**src/rtl/alu_pkg.sv**
```systemverilog
// Shared widths, opcodes and FSM state type for the ALU command sequencer.
package alu_pkg;

    localparam int unsigned DATA_W = 4;
    localparam int unsigned RES_W  = 5;
    localparam int unsigned OP_W   = 3;

    localparam logic [OP_W-1:0] OP_ADD = 3'b000;
    localparam logic [OP_W-1:0] OP_SUB = 3'b001;

    typedef enum logic [1:0] {
        IDLE,
        EXEC,
        RESP
    } state_t;

    // Any opcode above subtract has no defined ALU meaning.
    function automatic logic op_reserved(input logic [OP_W-1:0] op);
        return op > OP_SUB;
    endfunction

endpackage

```
**src/rtl/alu_cmd_sequencer.sv**
```systemverilog
// Command-side initiator for the 4-bit ALU: registers operands/opcode toward the ALU,
// captures its result one cycle later and returns it with status flags.
module alu_cmd_sequencer
    import alu_pkg::*;
(
    input  logic              clk,
    input  logic              rst_n,
    input  logic              cmd_valid,
    output logic              cmd_ready,
    input  logic [DATA_W-1:0] cmd_a,
    input  logic [DATA_W-1:0] cmd_b,
    input  logic [OP_W-1:0]   cmd_op,
    input  logic              cmd_chain,
    output logic [DATA_W-1:0] alu_a,
    output logic [DATA_W-1:0] alu_b,
    output logic [OP_W-1:0]   alu_op,
    input  logic [RES_W-1:0]  alu_out,
    output logic              rsp_valid,
    input  logic              rsp_ready,
    output logic [RES_W-1:0]  rsp_data,
    output logic              rsp_zero,
    output logic              rsp_cout,
    output logic              rsp_err,
    output logic [7:0]        op_count
);

    state_t            r_state;
    state_t            w_state_next;
    logic              w_cmd_fire;
    logic              w_rsp_fire;
    logic [DATA_W-1:0] r_acc;
    logic              r_err;
    logic [DATA_W-1:0] r_alu_a;
    logic [DATA_W-1:0] r_alu_b;
    logic [OP_W-1:0]   r_alu_op;
    logic [RES_W-1:0]  r_rsp_data;
    logic              r_rsp_zero;
    logic              r_rsp_cout;
    logic              r_rsp_err;
    logic [7:0]        r_op_count;

    // Handshake decode; cmd_ready is held low while reset is asserted.
    always_comb begin
        cmd_ready  = rst_n && (r_state == IDLE);
        rsp_valid  = (r_state == RESP);
        w_cmd_fire = cmd_ready && cmd_valid;
        w_rsp_fire = (r_state == RESP) && rsp_ready;
    end

    // State register.
    always_ff @(posedge clk) begin
        if (!rst_n) begin
            r_state <= IDLE;
        end else begin
            r_state <= w_state_next;
        end
    end

    // Next-state logic: accept, one settle/capture cycle, then hold until consumed.
    always_comb begin
        w_state_next = r_state;
        unique case (r_state)
            IDLE:    if (w_cmd_fire) w_state_next = EXEC;
            EXEC:    w_state_next = RESP;
            RESP:    if (w_rsp_fire) w_state_next = IDLE;
            default: w_state_next = IDLE;
        endcase
    end

    // Operand issue, result capture, accumulator and completion counter.
    always_ff @(posedge clk) begin
        if (!rst_n) begin
            r_acc      <= '0;
            r_err      <= 1'b0;
            r_alu_a    <= '0;
            r_alu_b    <= '0;
            r_alu_op   <= '0;
            r_rsp_data <= '0;
            r_rsp_zero <= 1'b0;
            r_rsp_cout <= 1'b0;
            r_rsp_err  <= 1'b0;
            r_op_count <= '0;
        end else begin
            if (w_cmd_fire) begin
                r_alu_a  <= cmd_chain ? r_acc : cmd_a;
                r_alu_b  <= cmd_b;
                r_alu_op <= cmd_op;
                r_err    <= op_reserved(cmd_op);
            end
            if (r_state == EXEC) begin
                r_rsp_err <= r_err;
                if (r_err) begin
                    // Reserved op: report a clean zero and leave the accumulator alone.
                    r_rsp_data <= '0;
                    r_rsp_zero <= 1'b1;
                    r_rsp_cout <= 1'b0;
                end else begin
                    r_rsp_data <= alu_out;
                    r_rsp_zero <= (alu_out[DATA_W-1:0] == '0);
                    r_rsp_cout <= alu_out[RES_W-1];
                    r_acc      <= alu_out[DATA_W-1:0];
                end
            end
            if (w_rsp_fire) begin
                r_op_count <= r_op_count + 8'd1;
            end
        end
    end

    assign alu_a    = r_alu_a;
    assign alu_b    = r_alu_b;
    assign alu_op   = r_alu_op;
    assign rsp_data = r_rsp_data;
    assign rsp_zero = r_rsp_zero;
    assign rsp_cout = r_rsp_cout;
    assign rsp_err  = r_rsp_err;
    assign op_count = r_op_count;

endmodule

```
**config.mk**
```make
export PLATFORM = sky130hd
export DESIGN_NAME = alu_cmd_sequencer
export DESIGN_NICKNAME = d
export VERILOG_FILES = /design/src/rtl/alu_pkg.sv /design/src/rtl/alu_cmd_sequencer.sv
export SDC_FILE = /design/constraint.sdc
export NUM_CORES = 1
export LEC_CHECK = 0
export BUFFER_PORTS_ARGS = -buffer_cell sky130_fd_sc_hd__buf_2
export CAP_MARGIN = 20
export CORE_ASPECT_RATIO = 1.75
export CORE_UTILIZATION = 40
export CTS_CLUSTER_DIAMETER = 150
export DETAILED_ROUTE_END_ITERATION = 8
export PLACE_DENSITY = 0.69
export SLEW_MARGIN = 10
export SYNTH_ARGS = -nofsm -noshare
export SYNTH_HDL_FRONTEND = slang
export SYNTH_SLANG_ARGS = --single-unit
```
**constraint.sdc**
```tcl
create_clock -name clk -period 2.7 [get_ports clk]
set_input_delay 0.27 -clock clk [delete_from_list [all_inputs] [get_ports clk]]
set_output_delay 0.27 -clock clk [all_outputs]
set_load 0.05 [all_outputs]
```
==> report_table.html, run 1 <==
<table>
<tr><th>Metric</th><th>Value</th></tr>
<tr><th colspan="2">Setup path</th></tr>
<tr><td>Worst reg-to-reg path cell count</td><td>3</td></tr>
<tr><td>Endpoint type of the worst setup path</td><td>flop</td></tr>
<tr><td>Slowest Stage Delay on Critical Path</td><td>around 550 ps</td></tr>
<tr><td>Worst setup SP type</td><td>flop</td></tr>
<tr><td>Largest fanout on the critical path</td><td>12</td></tr>
<tr><td>Cell with the largest stage delay on the worst path</td><td>sky130_fd_sc_hd__or4_1</td></tr>
<tr><td>Data required, critical path</td><td>~2900 ps</td></tr>
<tr><td>Arrival time reported for the critical path endpoint</td><td>1700 ps</td></tr>
<tr><td>Critical path start-end classification</td><td>reg2reg</td></tr>
<tr><td>Chain of cells forming the critical path</td><td>nand3b_2 &gt; or4_1 &gt; a21oi_1</td></tr>
<tr><th colspan="2">Logic synthesis</th></tr>
<tr><td>Total standard cell area after synthesis</td><td>approximately 0.0013 sq mm</td></tr>
<tr><td>Warnings, synthesis</td><td>0</td></tr>
<tr><td>Top cell type by total area after synthesis</td><td>sky130_fd_sc_hd__dfxtp_1</td></tr>
<tr><td>Most common cell in the synthesized netlist</td><td>sky130_fd_sc_hd__dfxtp_1</td></tr>
<tr><td>Average footprint of a synthesized cell</td><td>9.443 sq um</td></tr>
<tr><td>Top_reg_cell synth</td><td>sky130_fd_sc_hd__dfxtp_1</td></tr>
<tr><td>Most frequent cells after synthesis</td><td>sky130_fd_sc_hd__dfxtp_1 (33), sky130_fd_sc_hd__nor2_1 (19), sky130_fd_sc_hd__a21oi_1 (14), sky130_fd_sc_hd__nand2_1 (14), sky130_fd_sc_hd__mux2i_1 (12)</td></tr>
<tr><td>Register bit count reported by yosys</td><td>33</td></tr>
<tr><td>Async set-or-reset flop fraction in the synthesized netlist</td><td>0%</td></tr>
<tr><td>Syn Nets</td><td>between 150 and 200</td></tr>
<tr><td>Post-synthesis instance total</td><td>roughly 140</td></tr>
<tr><td>Share of the synthesized area in the top cell type</td><td>between 50% and 60%</td></tr>
<tr><td>Top cells by area, synth</td><td>sky130_fd_sc_hd__dfxtp_1 (51%), sky130_fd_sc_hd__mux2i_1 (9.3%), sky130_fd_sc_hd__nor2_1 (5.5%), sky130_fd_sc_hd__a21oi_1 (5.4%), sky130_fd_sc_hd__nand2_1 (4.1%)</td></tr>
<tr><td>Distinct cell type count after synthesis</td><td>30</td></tr>
<tr><td>Number of enable flip-flop cells after synthesis</td><td>0</td></tr>
<tr><td>Seq/Total Area, Yosys</td><td>between 50% and 60%</td></tr>
<tr><th colspan="2">CTS</th></tr>
<tr><td>Maximum buffer depth of the clock tree</td><td>2</td></tr>
<tr><td>Count of hold buffers inserted by post-cts repair</td><td>0</td></tr>
<tr><td>CTS Sinks</td><td>33</td></tr>
<tr><td>Clock-pin transition on the worst setup and hold timing paths</td><td>around 70 ps</td></tr>
<tr><td>Clock insertion delay at the later pin of the skew report</td><td>280 ps</td></tr>
<tr><td>Post-cts repair resize count</td><td>0</td></tr>
<tr><td>Clock root buffer</td><td>sky130_fd_sc_hd__clkbuf_8</td></tr>
<tr><td>H-tree level count</td><td>2</td></tr>
<tr><td>TritonCTS Buffers</td><td>5</td></tr>
<tr><td>Clock tree from TritonCTS</td><td>yes</td></tr>
<tr><td>Setup bufs post-CTS</td><td>0</td></tr>
<tr><th colspan="2">Hold path</th></tr>
<tr><td>Number of stages on the worst hold path</td><td>3</td></tr>
<tr><td>Class of the worst hold path</td><td>in2reg</td></tr>
<tr><th colspan="2">STA</th></tr>
<tr><td>Post-layout minimum cycle time</td><td>roughly 1500 ps</td></tr>
<tr><td>Post-layout worst setup margin</td><td>around 1200 ps</td></tr>
<tr><td>Slew at the pin with the worst max-slew slack</td><td>around 660 ps</td></tr>
<tr><td>Setup repair after global routing missed its margin</td><td>no</td></tr>
<tr><td>Final hold violation count</td><td>0</td></tr>
<tr><td>Final clock period utilization by the worst path</td><td>between 50% and 60%</td></tr>
<tr><td>Worst slew slack as a fraction of its limit</td><td>55.74%</td></tr>
<tr><td>Clock tree skew after final layout</td><td>~8 ps</td></tr>
<tr><td>Finish-stage setup viols</td><td>0</td></tr>
<tr><td>Max Clk Rate</td><td>approximately 670 MHz</td></tr>
<tr><td>Max-slew violations</td><td>0</td></tr>
<tr><td>Setup TNS Final</td><td>0 ps</td></tr>
<tr><th colspan="2">Power and ir drop</th></tr>
<tr><td>Static Leakage</td><td>0.7318 nW</td></tr>
<tr><td>Largest vdd supply drop</td><td>between 0.3 and 0.4 mV</td></tr>
<tr><td>Power per cell area</td><td>638.0 mW/mm^2</td></tr>
<tr><th colspan="2">Detailed routing</th></tr>
<tr><td>First-pass DRT Iterations</td><td>4</td></tr>
<tr><td>Routed WL</td><td>2.785 mm</td></tr>
<tr><td>Vias per inst</td><td>about 5.0</td></tr>
<tr><td>Detail-routed net length per standard cell</td><td>between 10 and 15 um</td></tr>
<tr><td>Routed Antenna Nets</td><td>0</td></tr>
<tr><td>Vias</td><td>roughly 1100</td></tr>
<tr><td>Initial drt markers</td><td>25</td></tr>
<tr><td>Post-route DRC</td><td>0</td></tr>
<tr><th colspan="2">GRT</th></tr>
<tr><td>First-pass GRT wire length</td><td>approximately 4.4 mm</td></tr>
<tr><td>Antenna violations before repair</td><td>0</td></tr>
<tr><td>Overall Global Routing Usage</td><td>between 15 and 20%</td></tr>
<tr><td>Number of global-route vias before repair</td><td>1062</td></tr>
<tr><td>GRT overflow</td><td>0</td></tr>
<tr><td>Pin count of the biggest net entering global routing</td><td>33</td></tr>
<tr><th colspan="2">Floorplanning</th></tr>
<tr><td>Count of boundary I/O pins</td><td>50</td></tr>
<tr><td>Vert. Die Dim</td><td>77.24 um</td></tr>
<tr><td>Number of placement rows</td><td>27</td></tr>
<tr><td>Effective utilization at floorplan</td><td>a little over two fifths</td></tr>
<tr><td>Core footprint</td><td>between 0.003 and 0.004 sq mm</td></tr>
<tr><td>Die area</td><td>0.003475 sq mm</td></tr>
<tr><td>Die X</td><td>approximately 45 um</td></tr>
<tr><th colspan="2">Status</th></tr>
<tr><td>Outcome</td><td>finished clean</td></tr>
<tr><th colspan="2">Final layout</th></tr>
<tr><td>Count of inserted antenna diode cells</td><td>0</td></tr>
<tr><td>Layout overhead on the synthesized area</td><td>26.02%</td></tr>
<tr><td>Proportion of layout cells with a drive suffix above 1</td><td>between 30% and 40%</td></tr>
<tr><td>NumNets Final</td><td>a little over 200</td></tr>
<tr><th colspan="2">Placement</th></tr>
<tr><td>Detailed placer's ending HPWL</td><td>2.007 mm</td></tr>
<tr><td>Setup slack after placement</td><td>approximately 1200 ps</td></tr>
<tr><td>Count of buffers from port buffering</td><td>49</td></tr>
<tr><td>Placer Congestion</td><td>~0.75</td></tr>
<tr><th colspan="2">Flow run</th></tr>
<tr><td>Max-capacitance violation count</td><td>0</td></tr>
</table>
where the power goes:
| part | switching [mW] | internal (mW) | total (mW) |
|---|---|---|---|
| clock network | 0.177 | 0.178 | 0.356 |
| logic | 0.114 | 0.0491 | 0.163 |
| registers | 0.0131 | 0.508 | 0.522 |
stage by stage:
step                      hold slack [ps]  power, mW  std cells  area (sq um)  util, %
after floorplan                     417.2     0.6541        137          1294        -
after global placement              442.4     0.6911        221          1548    49.80
after detailed placement            452.0     0.6957        221          1548    49.80
after CTS                           223.3      1.051        229          1630    52.46
after global routing                229.9      1.082        229          1630    52.46
final                               224.9      1.040        229          1630    52.46
cells by family (layout without fill, tap and decap cells):
logic type | Yosys count | after routing | synth area share, %
AO/OA/AOI/OAI | 27 | 27 | 12.28
adder cells (fa/ha/maj) | 1 | 1 | 0.9670
multiplexers | 12 | 12 | 9.285
buffers and inverters | 10 | 59 | 4.352
flip-flops | 33 | 33 | 51.06
AND/OR/NAND/NOR | 52 | 52 | 20.70
XOR/XNOR | 2 | 2 | 1.354
cell usage in the layout (no fill, tap or decap), types with 2 or more instances in the layout:
cell type | Yosys | layout
sky130_fd_sc_hd__a211oi_1 | 5 | 5
sky130_fd_sc_hd__buf_2 | 0 | 49
sky130_fd_sc_hd__or3_2 | 2 | 2
sky130_fd_sc_hd__nand2_1 | 14 | 14
sky130_fd_sc_hd__and2b_2 | 2 | 2
sky130_fd_sc_hd__o31ai_1 | 3 | 3
sky130_fd_sc_hd__clkinv_2 | 0 | 2
sky130_fd_sc_hd__a21oi_1 | 14 | 14
sky130_fd_sc_hd__or4_1 | 3 | 3
sky130_fd_sc_hd__xor2_1 | 2 | 2
sky130_fd_sc_hd__mux2i_1 | 12 | 12
sky130_fd_sc_hd__nand3_1 | 2 | 2
sky130_fd_sc_hd__clkbuf_8 | 0 | 5
sky130_fd_sc_hd__o21ai_0 | 3 | 3
sky130_fd_sc_hd__nor2_1 | 19 | 19
sky130_fd_sc_hd__nand2b_1 | 2 | 2
sky130_fd_sc_hd__dfxtp_1 | 33 | 33
critical path, delay by kind of cell, from the launching register on:
kind	cells	cell delay (ps)
AOI/OAI and AO/OA	1	160
DFF	1	360
and+or+nand+nor	2	910
layout make-up:
class	count	area [sq um]
sequential	33	660.6
clock buffer	6	72.57
fill	319	1478
multi-input combinational	94	576.8
clock inverter	2	10.01
timing repair buffer	50	252.7
tap	43	53.80
inverter	1	3.754
final timing paths:
kind	startpoint	to	slack [ps]
max	r_state[0]	op_count[5]	1200
min	alu_out[4]	rsp_data[4]	220
max reg2reg	r_state[0]	op_count[5]	1200
min reg2reg	rsp_data[1]	rsp_data[1]	460
state kept, by name, indices dropped and copies added, names as in the netlist:
signal,count
op_count,8
rsp_data,5
alu_a,4
r_acc,4
alu_op,3
alu_b,4
rsp_err,1
r_err,1
r_state,2
rsp_zero,1
per-layer routing:
metal,routed length (um),global-route usage [%],part of all wire (%)
met1,1172,18.32,42
met3,129,6.353,4.6
met5,0,0,0
met2,1463,28.55,53
met4,21,7.879,0.75
Note: power is estimated with default switching activity, not from simulation.
==> run 2, diff against run 1 <==
Clock period 2.7 ns to 1.4 ns, I/O delays scaled along.
==> report_table.html, run 2 (synthesized netlist as in run 1, its figures left out) <==
<table>
<tr><th>Metric</th><th>Value</th></tr>
<tr><th colspan="2">Setup path</th></tr>
<tr><td>Chain of cells forming the critical path</td><td>buf_4 &gt; nor3_2 &gt; clkbuf_4</td></tr>
<tr><td>Endpoint type of the worst setup path</td><td>output pin</td></tr>
<tr><td>Slowest Stage Delay on Critical Path</td><td>350 ps (-200 ps)</td></tr>
<tr><td>Arrival time reported for the critical path endpoint</td><td>1200 ps (-500 ps)</td></tr>
<tr><td>Critical path start-end classification</td><td>reg2out</td></tr>
<tr><td>Largest fanout on the critical path</td><td>7 (-5)</td></tr>
<tr><td>Buffers plus inverters on the worst setup path</td><td>2 (+2)</td></tr>
<tr><td>Worst setup SP type</td><td>flop</td></tr>
<tr><td>Largest delay share family, worst path</td><td>buffers and inverters</td></tr>
<tr><td>Cell with the largest stage delay on the worst path</td><td>sky130_fd_sc_hd__dfxtp_2</td></tr>
<tr><td>Data required, critical path</td><td>1260 ps (-1650 ps)</td></tr>
<tr><th colspan="2">Detailed routing</th></tr>
<tr><td>Vias</td><td>1164 (+1.6%)</td></tr>
<tr><td>Routed WL</td><td>2.910 mm (+4.5%)</td></tr>
<tr><td>Post-route DRC</td><td>0 (unchanged)</td></tr>
<tr><td>Detail-routed net length per standard cell</td><td>12.44 um (+2.3%)</td></tr>
<tr><td>Vias per inst</td><td>4.974 (-0.60%)</td></tr>
<tr><td>Initial drt markers</td><td>20 (-20%)</td></tr>
<tr><td>First-pass DRT Iterations</td><td>4 (unchanged)</td></tr>
<tr><td>Routed Antenna Nets</td><td>0 (unchanged)</td></tr>
<tr><th colspan="2">Floorplanning</th></tr>
<tr><td>Effective utilization at floorplan</td><td>41.63% (unchanged)</td></tr>
<tr><td>Core footprint</td><td>0.003108 sq mm (unchanged)</td></tr>
<tr><td>Die area</td><td>0.003475 sq mm (unchanged)</td></tr>
<tr><td>Vert. Die Dim</td><td>77.24 um (unchanged)</td></tr>
<tr><td>Die X</td><td>44.99 um (unchanged)</td></tr>
<tr><td>Count of boundary I/O pins</td><td>50 (unchanged)</td></tr>
<tr><td>Number of placement rows</td><td>27 (unchanged)</td></tr>
<tr><th colspan="2">Final layout</th></tr>
<tr><td>Proportion of layout cells with a drive suffix above 1</td><td>40.84% (+6.4 points)</td></tr>
<tr><td>Multi-input combinational cell area</td><td>595.6 sq um (+3.3%)</td></tr>
<tr><td>Final cell count without fillers</td><td>234 (+2.2%)</td></tr>
<tr><td>Storage cell area</td><td>674.4 sq um (+2.1%)</td></tr>
<tr><td>Most frequent standard cell in the layout excluding fill and tap cells</td><td>sky130_fd_sc_hd__buf_2</td></tr>
<tr><td>Layout overhead on the synthesized area</td><td>32.79%</td></tr>
<tr><td>NumNets Final</td><td>212 (+2.4%)</td></tr>
<tr><td>Commonest cells after routing, fill and taps aside</td><td>sky130_fd_sc_hd__buf_2 (47), sky130_fd_sc_hd__dfxtp_1 (26), sky130_fd_sc_hd__nor2_1 (19)</td></tr>
<tr><td>Flip-flop count of the largest register after layout</td><td>8 (unchanged)</td></tr>
<tr><td>Count of inserted antenna diode cells</td><td>0 (unchanged)</td></tr>
<tr><td>Final-layout fill cell count</td><td>318 (-0.31%)</td></tr>
<tr><th colspan="2">Placement</th></tr>
<tr><td>Detailed placer's ending HPWL</td><td>2.200 mm (+9.6%)</td></tr>
<tr><td>Count of buffers from port buffering</td><td>49 (unchanged)</td></tr>
<tr><td>Placer Congestion</td><td>0.7499 (+0.44%)</td></tr>
<tr><td>Number of instances in the placed design</td><td>226 (+2.3%)</td></tr>
<tr><td>Setup slack after placement</td><td>-15.56 ps (-1231 ps)</td></tr>
<tr><th colspan="2">GRT</th></tr>
<tr><td>Pin count of the biggest net entering global routing</td><td>19 (-42%)</td></tr>
<tr><td>GRT overflow</td><td>0 (unchanged)</td></tr>
<tr><td>Antenna violations before repair</td><td>0 (unchanged)</td></tr>
<tr><td>Number of global-route vias before repair</td><td>1142 (+7.5%)</td></tr>
<tr><td>Overall Global Routing Usage</td><td>18.11% (+0.93 points)</td></tr>
<tr><td>First-pass GRT wire length</td><td>4.781 mm (+7.8%)</td></tr>
<tr><th colspan="2">STA</th></tr>
<tr><td>Final hold violation count</td><td>0 (unchanged)</td></tr>
<tr><td>Clock tree skew after final layout</td><td>6.545 ps (-1.392 ps)</td></tr>
<tr><td>Slew at the pin with the worst max-slew slack</td><td>365.4 ps (-297.0 ps)</td></tr>
<tr><td>Post-layout worst setup margin</td><td>59.04 ps (-1145 ps)</td></tr>
<tr><td>Post-layout minimum cycle time</td><td>about 1300 ps</td></tr>
<tr><td>Setup TNS Final</td><td>0 ps (unchanged)</td></tr>
<tr><td>Final clock period utilization by the worst path</td><td>around 96%</td></tr>
<tr><td>Finish-stage setup viols</td><td>0 (unchanged)</td></tr>
<tr><td>Final Hold Slack</td><td>106.2 ps (-118.7 ps)</td></tr>
<tr><td>Worst slew slack as a fraction of its limit</td><td>75.41% (+20 points)</td></tr>
<tr><td>Max Clk Rate</td><td>approximately 750 MHz</td></tr>
<tr><td>Max-slew violations</td><td>0 (unchanged)</td></tr>
<tr><td>Setup repair after global routing missed its margin</td><td>no</td></tr>
<tr><th colspan="2">Flow run</th></tr>
<tr><td>Max-capacitance violation count</td><td>0 (unchanged)</td></tr>
<tr><th colspan="2">CTS</th></tr>
<tr><td>Clock insertion delay at the later pin of the skew report</td><td>280 ps (about the same)</td></tr>
<tr><td>TritonCTS Buffers</td><td>5 (unchanged)</td></tr>
<tr><td>Maximum buffer depth of the clock tree</td><td>2 (unchanged)</td></tr>
<tr><td>H-tree level count</td><td>2 (unchanged)</td></tr>
<tr><td>Clock root buffer</td><td>sky130_fd_sc_hd__clkbuf_8</td></tr>
<tr><td>Clock tree from TritonCTS</td><td>yes</td></tr>
<tr><td>CTS Sinks</td><td>33 (unchanged)</td></tr>
<tr><td>Clock-pin transition on the worst setup and hold timing paths</td><td>70 ps (about the same)</td></tr>
<tr><th colspan="2">Hold path</th></tr>
<tr><td>Class of the worst hold path</td><td>in2reg</td></tr>
<tr><th colspan="2">Power and ir drop</th></tr>
<tr><td>Power per cell area</td><td>1172 mW/mm^2 (+84%)</td></tr>
<tr><td>Largest vdd supply drop</td><td>0.7003 mV (+75%)</td></tr>
<tr><td>Static Leakage</td><td>0.7822 nW (+6.9%)</td></tr>
<tr><th colspan="2">Status</th></tr>
<tr><td>Outcome</td><td>finished clean</td></tr>
</table>
## run 2: cell types whose count changed in the layout (fill, tap and decap cells not counted), sizes merged
cell | previous run | this run
buf | 50 | 54
clkbuf | 6 | 7
## run 2: worst paths after layout
kind / start / to / slack [ps] / depth (start not counted)
setup / recovery: r_state[1] / cmd_ready / 60 / 3
setup reg to reg: r_state[0] / op_count[5] / 70 / 3
hold / removal: cmd_b[2] / alu_b[2] / 110 / 3
hold reg to reg: rsp_data[1] / rsp_data[1] / 450 / 2
## run 2: through the flow
stage                     util (%)  power, mW  cell area, sq um
final                        55.27      2.014              1718
after global routing         55.27      2.106              1718
after floorplan                  -      1.260              1311
after global placement       51.97      1.348              1615
after CTS                    54.99      2.041              1709
after detailed placement     51.97      1.358              1615
## run 2: what timing repair did
action / 4_1_cts / 5_1_grt
gates resized for setup: 2 / 3
setup buffers: 0 / 0
endpoints found under the setup margin: 3 / 5
hold buffers: 0 / 0
## run 2: layout make-up
cell class / instances / share of cell area, %
inverter: 1 / 0.2185
multi-input combinational: 94 / 34.67
clock buffer: 6 / 4.224
sequential: 33 / 39.26
clock inverter: 2 / 0.5827
tap: 43 / 3.132
timing repair buffer: 55 / 17.92
## run 2: report_power, final
part / leakage [nW] / switching (mW) / internal [mW] / total, mW
clock: 0.0450 / 0.329 / 0.344 / 0.673
combinational: 0.464 / 0.225 / 0.112 / 0.337
sequential: 0.273 / 0.0260 / 0.978 / 1.00
## run 2: layer usage
metal	track usage [%]	vias up	part of all wire [%]
met5	0	-	0
met4	8.182	0	1.8
met3	4.235	6	3.7
met2	31.88	33	54
met1	19.09	545	41
li1	-	580	-
## run 2: worst register-to-register path: cells and delay by family (launching register included)
family	cells	cell delay [ps]
and+or+nand+nor	2	720
DFF	1	380
AOI/OAI and AO/OA	1	160
